**src/rtl/data_chunk_pkg.sv**
```systemverilog
// Shared sizing, state encodings and types for the ping-pong data chunk sequencer.
// Bank geometry is set here; every other file derives its widths from these constants.
package data_chunk_pkg;

   localparam int MEM_SIZE        = 256;
   localparam int BUS_SIZE        = 32;
   localparam int PREFIX_SUM_SIZE = 32;
   localparam int NUM_BANKS       = 2;

   localparam int WR_CYC_NUM = MEM_SIZE / BUS_SIZE;
   localparam int RD_SEG_NUM = MEM_SIZE / PREFIX_SUM_SIZE;

   // A single-entry counter still needs one bit to exist.
   function automatic int cnt_width(input int n);
      return (n > 1) ? $clog2(n) : 1;
   endfunction

   localparam int WR_CNT_W = cnt_width(WR_CYC_NUM);
   localparam int SEG_W    = cnt_width(RD_SEG_NUM);

   typedef enum logic [1:0] {
      RD_IDLE,
      RD_START,
      RD_SCAN,
      RD_RELEASE
   } rd_state_e;

   typedef enum logic {
      BANK_EMPTY = 1'b0,
      BANK_FULL  = 1'b1
   } bank_state_e;

   typedef logic [NUM_BANKS-1:0] bank_full_t;
   typedef logic [WR_CNT_W-1:0]  wr_cnt_t;
   typedef logic [SEG_W-1:0]     seg_t;

endpackage

```
**src/rtl/data_chunk_pingpong_ctrl_if.sv**
```systemverilog
// Loader, chunk-store and scheduler signals of the ping-pong sequencer.
// master is the sequencer side; slave is the surrounding loader/store/scheduler side.
interface data_chunk_pingpong_ctrl_if
   import data_chunk_pkg::*;
();

   logic       ld_valid_i;
   logic       ld_ready_o;
   logic       wr_valid_o;
   wr_cnt_t    wr_count_o;
   logic       wr_sel_o;
   logic       rd_en_i;
   logic       rd_sel_o;
   logic       chunk_start_o;
   seg_t       rd_sparsemap_addr_o;
   logic       pri_enc_end_i;
   logic       chunk_done_o;
   bank_full_t bank_full_o;

   modport master (
      input  ld_valid_i,
      input  rd_en_i,
      input  pri_enc_end_i,
      output ld_ready_o,
      output wr_valid_o,
      output wr_count_o,
      output wr_sel_o,
      output rd_sel_o,
      output chunk_start_o,
      output rd_sparsemap_addr_o,
      output chunk_done_o,
      output bank_full_o
   );

   modport slave (
      output ld_valid_i,
      output rd_en_i,
      output pri_enc_end_i,
      input  ld_ready_o,
      input  wr_valid_o,
      input  wr_count_o,
      input  wr_sel_o,
      input  rd_sel_o,
      input  chunk_start_o,
      input  rd_sparsemap_addr_o,
      input  chunk_done_o,
      input  bank_full_o
   );

endinterface

```
**src/rtl/data_chunk_bank_status.sv**
```systemverilog
// Per-bank EMPTY/FULL tracking: the writer marks a bank FULL, the reader releases it.
// Set and clear may land in the same cycle, but only on opposite banks.
module data_chunk_bank_status
   import data_chunk_pkg::*;
(
   input  logic       clk,
   input  logic       rst_n,
   input  logic       flush,
   input  logic       set_en,
   input  logic       set_idx,
   input  logic       clr_en,
   input  logic       clr_idx,
   output bank_full_t full
);

   for (genvar b = 0; b < NUM_BANKS; b++) begin : g_bank
      localparam logic IDX = 1'(b);
      bank_state_e state_q;

      // NOTE: state registers use non-blocking assignments so every flop samples pre-edge values.
      always_ff @(posedge clk or negedge rst_n) begin
         if (!rst_n) begin
            state_q <= BANK_EMPTY;
         end else if (flush) begin
            state_q <= BANK_EMPTY;
         end else if (set_en && (set_idx == IDX)) begin
            state_q <= BANK_FULL;
         end else if (clr_en && (clr_idx == IDX)) begin
            state_q <= BANK_EMPTY;
         end
      end

      assign full[b] = (state_q == BANK_FULL);
   end

   a_no_set_clr_collision : assert property (
      @(posedge clk) disable iff (!rst_n)
      !(set_en && clr_en && (set_idx == clr_idx))
   );

endmodule

```
**src/rtl/data_chunk_pingpong_ctrl.sv**
```systemverilog
// Ping-pong sequencer: fills one data chunk bank from the IFM loader while the other
// bank is scanned segment by segment, releasing each bank after its last segment.
module data_chunk_pingpong_ctrl
   import data_chunk_pkg::*;
(
   input  logic                       clk_i,
   input  logic                       rst_i,
   input  logic                       flush_i,
   data_chunk_pingpong_ctrl_if.master ctrl
);

   localparam wr_cnt_t LAST_BEAT = wr_cnt_t'(WR_CYC_NUM - 1);
   localparam seg_t    LAST_SEG  = seg_t'(RD_SEG_NUM - 1);

   rd_state_e  state_q, state_d;
   seg_t       seg_q, seg_d;
   wr_cnt_t    wr_count_q;
   logic       wr_sel_q;
   logic       rd_sel_q;
   bank_full_t bank_full;

   logic ld_ready;
   logic wr_fire;
   logic last_beat;
   logic chunk_start;
   logic rd_release;

   // ---------------- write side ----------------
   assign ld_ready  = ~bank_full[wr_sel_q] & ~flush_i;
   assign wr_fire   = ctrl.ld_valid_i & ld_ready;
   assign last_beat = wr_fire & (wr_count_q == LAST_BEAT);

   always_ff @(posedge clk_i or negedge rst_i) begin
      if (!rst_i) begin
         wr_count_q <= '0;
         wr_sel_q   <= 1'b0;
      end else if (flush_i) begin
         wr_count_q <= '0;
         wr_sel_q   <= 1'b0;
      end else if (wr_fire) begin
         wr_count_q <= last_beat ? '0 : wr_count_q + 1'b1;
         if (last_beat) begin
            wr_sel_q <= ~wr_sel_q;
         end
      end
   end

   // ---------------- read FSM ----------------
   always_ff @(posedge clk_i or negedge rst_i) begin
      if (!rst_i) begin
         state_q  <= RD_IDLE;
         seg_q    <= '0;
         rd_sel_q <= 1'b0;
      end else begin
         state_q <= state_d;
         seg_q   <= seg_d;
         if (flush_i) begin
            rd_sel_q <= 1'b0;
         end else if (rd_release) begin
            rd_sel_q <= ~rd_sel_q;
         end
      end
   end

   // NOTE: every output of this block is given a default first so no path can infer a latch.
   always_comb begin
      state_d     = state_q;
      seg_d       = seg_q;
      chunk_start = 1'b0;
      rd_release  = 1'b0;

      case (state_q)
         RD_IDLE: begin
            seg_d = '0;
            if (bank_full[rd_sel_q] && ctrl.rd_en_i) begin
               state_d = RD_START;
            end
         end
         RD_START: begin
            chunk_start = 1'b1;
            seg_d       = '0;
            state_d     = RD_SCAN;
         end
         RD_SCAN: begin
            if (ctrl.pri_enc_end_i) begin
               if (seg_q == LAST_SEG) begin
                  state_d = RD_RELEASE;
               end else begin
                  seg_d = seg_q + 1'b1;
               end
            end
         end
         RD_RELEASE: begin
            rd_release = 1'b1;
            seg_d      = '0;
            state_d    = RD_IDLE;
         end
         default: begin
            state_d = RD_IDLE;
            seg_d   = '0;
         end
      endcase

      // Flush discards the in-flight scan without announcing a release.
      if (flush_i) begin
         state_d     = RD_IDLE;
         seg_d       = '0;
         chunk_start = 1'b0;
         rd_release  = 1'b0;
      end
   end

   data_chunk_bank_status u_bank_status (
      .clk     (clk_i),
      .rst_n   (rst_i),
      .flush   (flush_i),
      .set_en  (last_beat),
      .set_idx (wr_sel_q),
      .clr_en  (rd_release),
      .clr_idx (rd_sel_q),
      .full    (bank_full)
   );

   assign ctrl.ld_ready_o          = ld_ready;
   assign ctrl.wr_valid_o          = wr_fire;
   assign ctrl.wr_count_o          = wr_count_q;
   assign ctrl.wr_sel_o            = wr_sel_q;
   assign ctrl.rd_sel_o            = rd_sel_q;
   assign ctrl.chunk_start_o       = chunk_start;
   assign ctrl.rd_sparsemap_addr_o = seg_q;
   assign ctrl.chunk_done_o        = rd_release;
   assign ctrl.bank_full_o         = bank_full;

endmodule

```
**src/flat_wrapper.sv**
```systemverilog
// flat-port wrapper written by rule: the top's interface ports become plain ports
module data_chunk_pingpong_ctrl_flat import data_chunk_pkg::*;
  (clk_i, rst_i, flush_i, ctrl_ld_valid_i, ctrl_rd_en_i, ctrl_pri_enc_end_i, ctrl_ld_ready_o, ctrl_wr_valid_o, ctrl_wr_count_o, ctrl_wr_sel_o, ctrl_rd_sel_o, ctrl_chunk_start_o, ctrl_rd_sparsemap_addr_o, ctrl_chunk_done_o, ctrl_bank_full_o);
  data_chunk_pingpong_ctrl_if ctrl_i ();
  input  logic clk_i;
  input  logic rst_i;
  input  logic flush_i;
  input wire logic [$bits(ctrl_i.ld_valid_i)-1:0] ctrl_ld_valid_i;
  input wire logic [$bits(ctrl_i.rd_en_i)-1:0] ctrl_rd_en_i;
  input wire logic [$bits(ctrl_i.pri_enc_end_i)-1:0] ctrl_pri_enc_end_i;
  output wire logic [$bits(ctrl_i.ld_ready_o)-1:0] ctrl_ld_ready_o;
  output wire logic [$bits(ctrl_i.wr_valid_o)-1:0] ctrl_wr_valid_o;
  output wire logic [$bits(ctrl_i.wr_count_o)-1:0] ctrl_wr_count_o;
  output wire logic [$bits(ctrl_i.wr_sel_o)-1:0] ctrl_wr_sel_o;
  output wire logic [$bits(ctrl_i.rd_sel_o)-1:0] ctrl_rd_sel_o;
  output wire logic [$bits(ctrl_i.chunk_start_o)-1:0] ctrl_chunk_start_o;
  output wire logic [$bits(ctrl_i.rd_sparsemap_addr_o)-1:0] ctrl_rd_sparsemap_addr_o;
  output wire logic [$bits(ctrl_i.chunk_done_o)-1:0] ctrl_chunk_done_o;
  output wire logic [$bits(ctrl_i.bank_full_o)-1:0] ctrl_bank_full_o;
  assign ctrl_i.ld_valid_i = ctrl_ld_valid_i;
  assign ctrl_i.rd_en_i = ctrl_rd_en_i;
  assign ctrl_i.pri_enc_end_i = ctrl_pri_enc_end_i;
  assign ctrl_ld_ready_o = ctrl_i.ld_ready_o;
  assign ctrl_wr_valid_o = ctrl_i.wr_valid_o;
  assign ctrl_wr_count_o = ctrl_i.wr_count_o;
  assign ctrl_wr_sel_o = ctrl_i.wr_sel_o;
  assign ctrl_rd_sel_o = ctrl_i.rd_sel_o;
  assign ctrl_chunk_start_o = ctrl_i.chunk_start_o;
  assign ctrl_rd_sparsemap_addr_o = ctrl_i.rd_sparsemap_addr_o;
  assign ctrl_chunk_done_o = ctrl_i.chunk_done_o;
  assign ctrl_bank_full_o = ctrl_i.bank_full_o;
  data_chunk_pingpong_ctrl u_core (.clk_i(clk_i), .rst_i(rst_i), .flush_i(flush_i), .ctrl(ctrl_i));
endmodule
```
**config.mk**
```make
export PLATFORM = sky130hd
export DESIGN_NAME = data_chunk_pingpong_ctrl_flat
export DESIGN_NICKNAME = d
export VERILOG_FILES = /design/src/rtl/data_chunk_pkg.sv /design/src/rtl/data_chunk_pingpong_ctrl_if.sv /design/src/rtl/data_chunk_bank_status.sv /design/src/rtl/data_chunk_pingpong_ctrl.sv /design/src/flat_wrapper.sv
export SDC_FILE = /design/constraint.sdc
export NUM_CORES = 1
export LEC_CHECK = 0
export ABC_AREA = 1
export CAP_MARGIN = 15
export CORE_UTILIZATION = 41
export CTS_BUF_LIST = sky130_fd_sc_hd__clkbuf_8 sky130_fd_sc_hd__clkbuf_16
export CTS_CLUSTER_DIAMETER = 50
export DETAILED_ROUTE_END_ITERATION = 8
export GPL_TIMING_DRIVEN = 0
export PLACE_DENSITY_LB_ADDON = 0.05
export REMOVE_ABC_BUFFERS = 1
export SYNTH_ARGS = -nofsm -noshare
export SYNTH_HDL_FRONTEND = slang
export SYNTH_SLANG_ARGS = --single-unit
```
**constraint.sdc**
```tcl
create_clock -name clk_i -period 1.1 [get_ports clk_i]
set_input_delay 0.22 -clock clk_i [delete_from_list [all_inputs] [get_ports clk_i]]
set_output_delay 0.22 -clock clk_i [all_outputs]
set_load 0.05 [all_outputs]
```
==> metrics.cfg, run 1 <==
[drt]
drtAntennaViolNets=0
route.vias.total=756
wl_per_cell_um=12.7
first_pass_iters=4
post_drt_via_cell_ratio=4.78
wirelength_mm=2.01
drtIter0Drc=7
drc=0

[outcome]
violations=negative setup slack
status=finished with violations

[power_and_ir_drop]
pwr_density_cell_mw_per_mm2=839
leakagePower_nw=0.612
ir_worst_vdd_v=0.000706
power_mw=1.12

[worst_setup_path]
rr_worst_depth=10
crit_type=reg -> out
r2r_slack_ns=-0.25
crit_family=flip-flops
critPathBufInv=3
critPathCapture=ctrl_wr_valid_o
worstReg2RegEnd=u_core.ctrl.wr_count_o[0]
path_depth=6
reg2reg_from=u_core.u_bank_status.g_bank[0].state_q
setup.worst_path.start=u_core.u_bank_status.g_bank[0].state_q
crit_chain=inv_2 -> nor2_1 -> nor2_4 -> nand2_4 -> inv_4 -> buf_8
cp_max_fo=3
arrival_ns=1.21
worst_setup_path_end_kind=output pin
crit_slowest_cell=dfrtp_1
slowest_delay_ns=0.41
cp.required_ns=0.88
cp-start-kind=register

[place]
place_hpwl_mm=1.04
dpl_cell_area_um2=957
place.gp.congestion=0.745
post-place-ws_ns=-1.34
io_buffer_count=19
dp.cells=135

[yosys]
yosys_warnings=0
yosys.area_share.adder_pct=14.9
synth_top_family_by_area=simple AND/OR/NAND/NOR gates
ys_seq_elements=12
synthFlopType=dfrtp_1
synth_area_leaders=dfrtp_1 (40%), ha_1 (15%), nand2_1 (10%)
netlist_top_cells_count=nand2_1 (21), inv_1 (15), dfrtp_1 (12)
synth_top_cell_by_area=dfrtp_1
ys_async_sr_fraction_pct=100
yosysMostFrequentCell=nand2_1
synth_cell_type_count=17
post_synth_and_or_nand_nor_area_fraction_pct=29.1
netlist_area_um2=756
synth-compound-area-share_pct=5.13
ys_seq_area_share_pct=39.7
muxShareOfSynthArea_pct=0
synth.top_cell.area_share_pct=39.7
synth-xor-area-share_pct=0
synth-edff-count=0
avgSynthCellArea_um2=8.04
syn_inst=94

[final_layout]
finish.utilization_pct=77.2
fillers=137
n_antenna_cell=0
final_nets=149
area_growth_pct=76.3
layout.cells.non_filler=158
drive_gt1_share_pct=53.4
design_area_mm2=0.00133

[global_routing]
grt_pass1_wl_mm=3.13
grt_max_degree=13
grt_usage_pct=22.1
grt_pass1_vias=716
antenna_found_initial=0
grt.overflow.total=0

[timing]
hold_slack_ns=0.329
tns_ns=-3.31
drv_slew=0
max_freq_mhz=700
hold_viol=0
setup_viol=19
rsz0062_at_grt=true
setup_ws_ns=-0.329
min_period_ns=1.43
relSlewSlack_pct=63.9
worstMarginPinSlew_ns=0.540
finalCritPeriodShare_pct=130
clock_skew_ns=0.000350

[die]
die_w_um=44.9
start_util_pct=43.8
die_y_um=44.9
num_rows=15
ioPinCount=20
core_area_mm2=0.00173
die_area_mm2=0.00202

[clocking]
cts_hold_buf=0
cts_sinks=12
cts_buffers=3
htree_levels=1
clk_pin_slew_ns=0.05
cts_tree=yes
cts_root_buf=clkbuf_8
clk_latency_ns=0.24
cts_max_path_buffers=2

[run]
max_cap_violations=0

[min_path]
hold_path_class=in -> async

-- cell type report --
cell class	count	area, um^2	share of cell area (%)
Multi-Input combinational cell	62	495	37.2
Timing Repair Buffer	38	373	28.0
Sequential cell	12	304	22.8
Inverter	17	73.8	5.54
Clock buffer	4	55.1	4.13
Tap cell	25	31.3	2.35
-- power breakdown --
| part | total, mW | switching, mW | internal [mW] |
|---|---|---|---|
| Clock | 0.491 | 0.174 | 0.317 |
| Combinational | 0.172 | 0.101 | 0.0706 |
| Sequential | 0.455 | 0.00699 | 0.448 |
| Total | 1.12 | 0.283 | 0.836 |
-- repair_timing --
| item | 4_1_cts | 5_1_grt |
|---|---|---|
| setup buffers | 15 | 5 |
| pin swaps | 13 | 12 |
| setup endpoints to repair | 25 | 22 |
| hold endpoints to repair | 0 | 0 |
| resized for setup | 119 | 23 |
-- cell usage in the layout, fill, tap and decap left out, types with 3 or more instances in the layout --
| cell | count |
|---|---|
| clkdlybuf4s50_1 | 4 |
| inv_2 | 4 |
| inv_1 | 9 |
| inv_4 | 4 |
| nand2_1 | 17 |
| nand4_1 | 7 |
| ha_2 | 3 |
| buf_4 | 15 |
| dfrtp_1 | 9 |
| dfrtp_2 | 3 |
| o21ai_1 | 4 |
| nand3_1 | 7 |
| buf_8 | 4 |
| nor2_4 | 3 |
| nand2_2 | 6 |
| buf_6 | 12 |
| clkbuf_8 | 4 |
| ha_4 | 5 |
-- kinds of logic (layout without fill, tap and decap cells) --
kind of cell / count (synthesis) / in the layout
AOI/OAI and AO/OA: 7 / 7
adders and majority gates: 9 / 9
buffers and inverters: 20 / 59
DFF: 12 / 12
and+or+nand+nor: 46 / 46
-- registers in the layout, indices dropped and copies added (netlist names) --
signal and cells:
u_core.ctrl.rd_sparsemap_addr_o 3, u_core.ctrl.wr_count_o 3, u_core.state_q 2, u_core.u_bank_status.g_bank.state_q 2, u_core.ctrl.rd_sel_o 1, u_core.ctrl.wr_sel_o 1
-- worst min path at each step --
stage                              startpoint                                      to  slack, ns  cells past startpoint
floorplan                               rst_i                    u_core.ctrl.rd_sel_o      -0.08                      0
global placement    u_core.ctrl.wr_count_o[1]               u_core.ctrl.wr_count_o[1]       0.52                      2
detailed placement  u_core.ctrl.wr_count_o[1]               u_core.ctrl.wr_count_o[1]       0.53                      2
CTS                                     rst_i  u_core.u_bank_status.g_bank[1].state_q       0.36                      1
global route                            rst_i                    u_core.ctrl.rd_sel_o       0.39                      1
finish                                  rst_i               u_core.ctrl.wr_count_o[0]       0.33                      1
-- routing by layer --
layer | global-route usage (%) | wire [um] | vias up
met5 | 0 | 0 | -
met4 | 9.09 | 33 | 0
met3 | 4.00 | 78 | 5
met2 | 38.3 | 1060 | 17
met1 | 26.8 | 836 | 353
li1 | - | - | 381
No activity file was read; power rests on OpenSTA's default activity.
==> inputs of run 2 (changes only) <==
--- a/config.mk
+++ b/config.mk
@@ -12,7 +12,7 @@
 export CTS_CLUSTER_DIAMETER = 50
 export DETAILED_ROUTE_END_ITERATION = 8
 export GPL_TIMING_DRIVEN = 0
-export PLACE_DENSITY_LB_ADDON = 0.05
+export PLACE_DENSITY = 0.74
 export REMOVE_ABC_BUFFERS = 1
 export SYNTH_ARGS = -nofsm -noshare
 export SYNTH_HDL_FRONTEND = slang
==> metrics.cfg, run 2 (synthesis results as in run 1) <==
[outcome]
status=finished with violations
violations=design-rule violations, negative setup slack

[drt]
first_pass_iters=6
drtIter0Drc=12
wl_per_cell_um=12.8
wirelength_mm=2.00
post_drt_via_cell_ratio=4.79
drtAntennaViolNets=0
drc=1
route.vias.total=748

[clocking]
cts_sinks=12
cts_buffers=3
cts_root_buf=clkbuf_8
cts_max_path_buffers=2
cts_tree=yes
htree_levels=1
clk_latency_ns=0.25
clk_pin_slew_ns=0.06

[final_layout]
final_common_cell=nand2_1
finish.utilization_pct=75.7
final_nets=147
n_antenna_cell=0
mostFrequentLayoutCells=nand2_1 (18), buf_4 (13), buf_6 (10)
area_growth_pct=72.8
drive_gt1_share_pct=51.9

[power_and_ir_drop]
ir_worst_vdd_v=0.000748
p_comb_share_pct=15.6
power_mw=1.14
p_sw_mw=0.296
power_frac_seq_pct=40.4
internal-power_mw=0.841
power.share.clock_pct=44.0
leakagePower_nw=0.603
pwr_density_cell_mw_per_mm2=871
switching_share_pct=26.1

[worst_setup_path]
cp_max_fo=4
critPathBufInv=3
cp.required_ns=0.88
slowest_delay_ns=0.40
worstReg2RegEnd=u_core.u_bank_status.g_bank[0].state_q
rr_worst_depth=7
crit_family=flip-flops
cp-start-kind=register
crit_slowest_cell=dfrtp_1
r2r_slack_ns=-0.24
worst_setup_path_end_kind=output pin
arrival_ns=1.22
crit_chain=inv_2 -> nor2_1 -> nor2_4 -> nand2_4 -> inv_4 -> buf_8
crit_type=reg -> out
reg2reg_from=u_core.u_bank_status.g_bank[0].state_q

[timing]
relSlewSlack_pct=59.8
hold_viol=0
worstMarginPinSlew_ns=0.601
min_period_ns=1.44
hold_slack_ns=0.348
setup_ws_ns=-0.344
max_freq_mhz=692
setup_viol=19
rsz0062_at_grt=true
drv_slew=0
clock_skew_ns=0.00215
finalCritPeriodShare_pct=131

[die]
start_util_pct=43.8
die_y_um=44.9
core_area_mm2=0.00173
ioPinCount=20
num_rows=15
die_w_um=44.9
die_area_mm2=0.00202

[min_path]
hold_path_class=in -> async

[global_routing]
grt.overflow.total=0
gr-max-usage-layer=met2
grt_pass1_vias=670
grtUsageMet3_pct=4.80
grt_max_degree=13
met1_usage_pct=27.7
grt_pass1_wl_mm=3.04
grt_usage_pct=21.8
antenna_found_initial=0
met2_usage_pct=35.7

[place]
place.gp.congestion=0.722
io_buffer_count=19
place_hpwl_mm=1.05

[run]
max_cap_violations=0

## run 2: cell types whose count changed in the layout (fill, tap and decap cells not counted), sizes merged
cell,previous run,this run
buf,31,28
clkbuf,5,6
## run 2: stage by stage
| step | setup TNS (ns) | setup WS (ns) | area (um^2) | cells |
|---|---|---|---|---|
| after floorplan | -7.38 | -0.693 | 736 | 91 |
| after global placement | -11.32 | -1.31 | 957 | 135 |
| after detailed placement | -11.43 | -1.31 | 957 | 135 |
| after CTS | -2.51 | -0.348 | 1190 | 150 |
| after global routing | -4.64 | -0.397 | 1310 | 156 |
| final | -3.45 | -0.344 | 1310 | 156 |
## run 2: per-layer routing
metal	up-vias	routed length [um]
li1	375	-
met5	-	0
met1	350	883
met4	0	34
met2	17	1010
met3	6	69
## run 2: area by class of cell
class                      count  area (um^2)
inverter                      17         71.3
sequential                    12          305
multi-input combinational     62          485
tap                           25         31.3
fill                         125          420
clock buffer                   4         55.1
timing repair buffer          36          358
## run 2: worst max path at each step
stage | from | endpoint | slack, ns | depth (start not counted)
floorplan | u_core.ctrl.wr_sel_o | ctrl_wr_valid_o | -0.69 | 4
global placement | flush_i | ctrl_wr_valid_o | -1.31 | 7
detailed placement | flush_i | ctrl_wr_valid_o | -1.31 | 7
CTS | u_core.ctrl.wr_sel_o | ctrl_wr_valid_o | -0.35 | 6
global route | u_core.ctrl.wr_sel_o | ctrl_wr_valid_o | -0.40 | 6
finish | u_core.u_bank_status.g_bank[0].state_q | ctrl_wr_valid_o | -0.34 | 6
## run 2: timing repair
action	CTS	global route
resized for setup	113	26
setup endpoints to repair	25	24
hold buffers	0	0
pin swaps	12	18
buffers inserted	11	7
## run 2: worst reg2reg max path: stages (launching register included)
cell and delay [ns]:
dfrtp_1 0.40, inv_2 0.07, nor2_1 0.06, nor2_4 0.17
buf_4 0.14, buf_4 0.10, nand4_1 0.10, a21oi_1 0.20
## run 2: power groups by stage
stage	sequential, mW	clock [mW]	combinational, mW
2_1_floorplan	0.484	0	0.0498
3_3_place_gp	0.462	0	0.130
3_5_place_dp	0.462	0	0.131
4_1_cts	0.455	0.487	0.154
5_1_grt	0.460	0.516	0.192
6_report	0.460	0.501	0.177
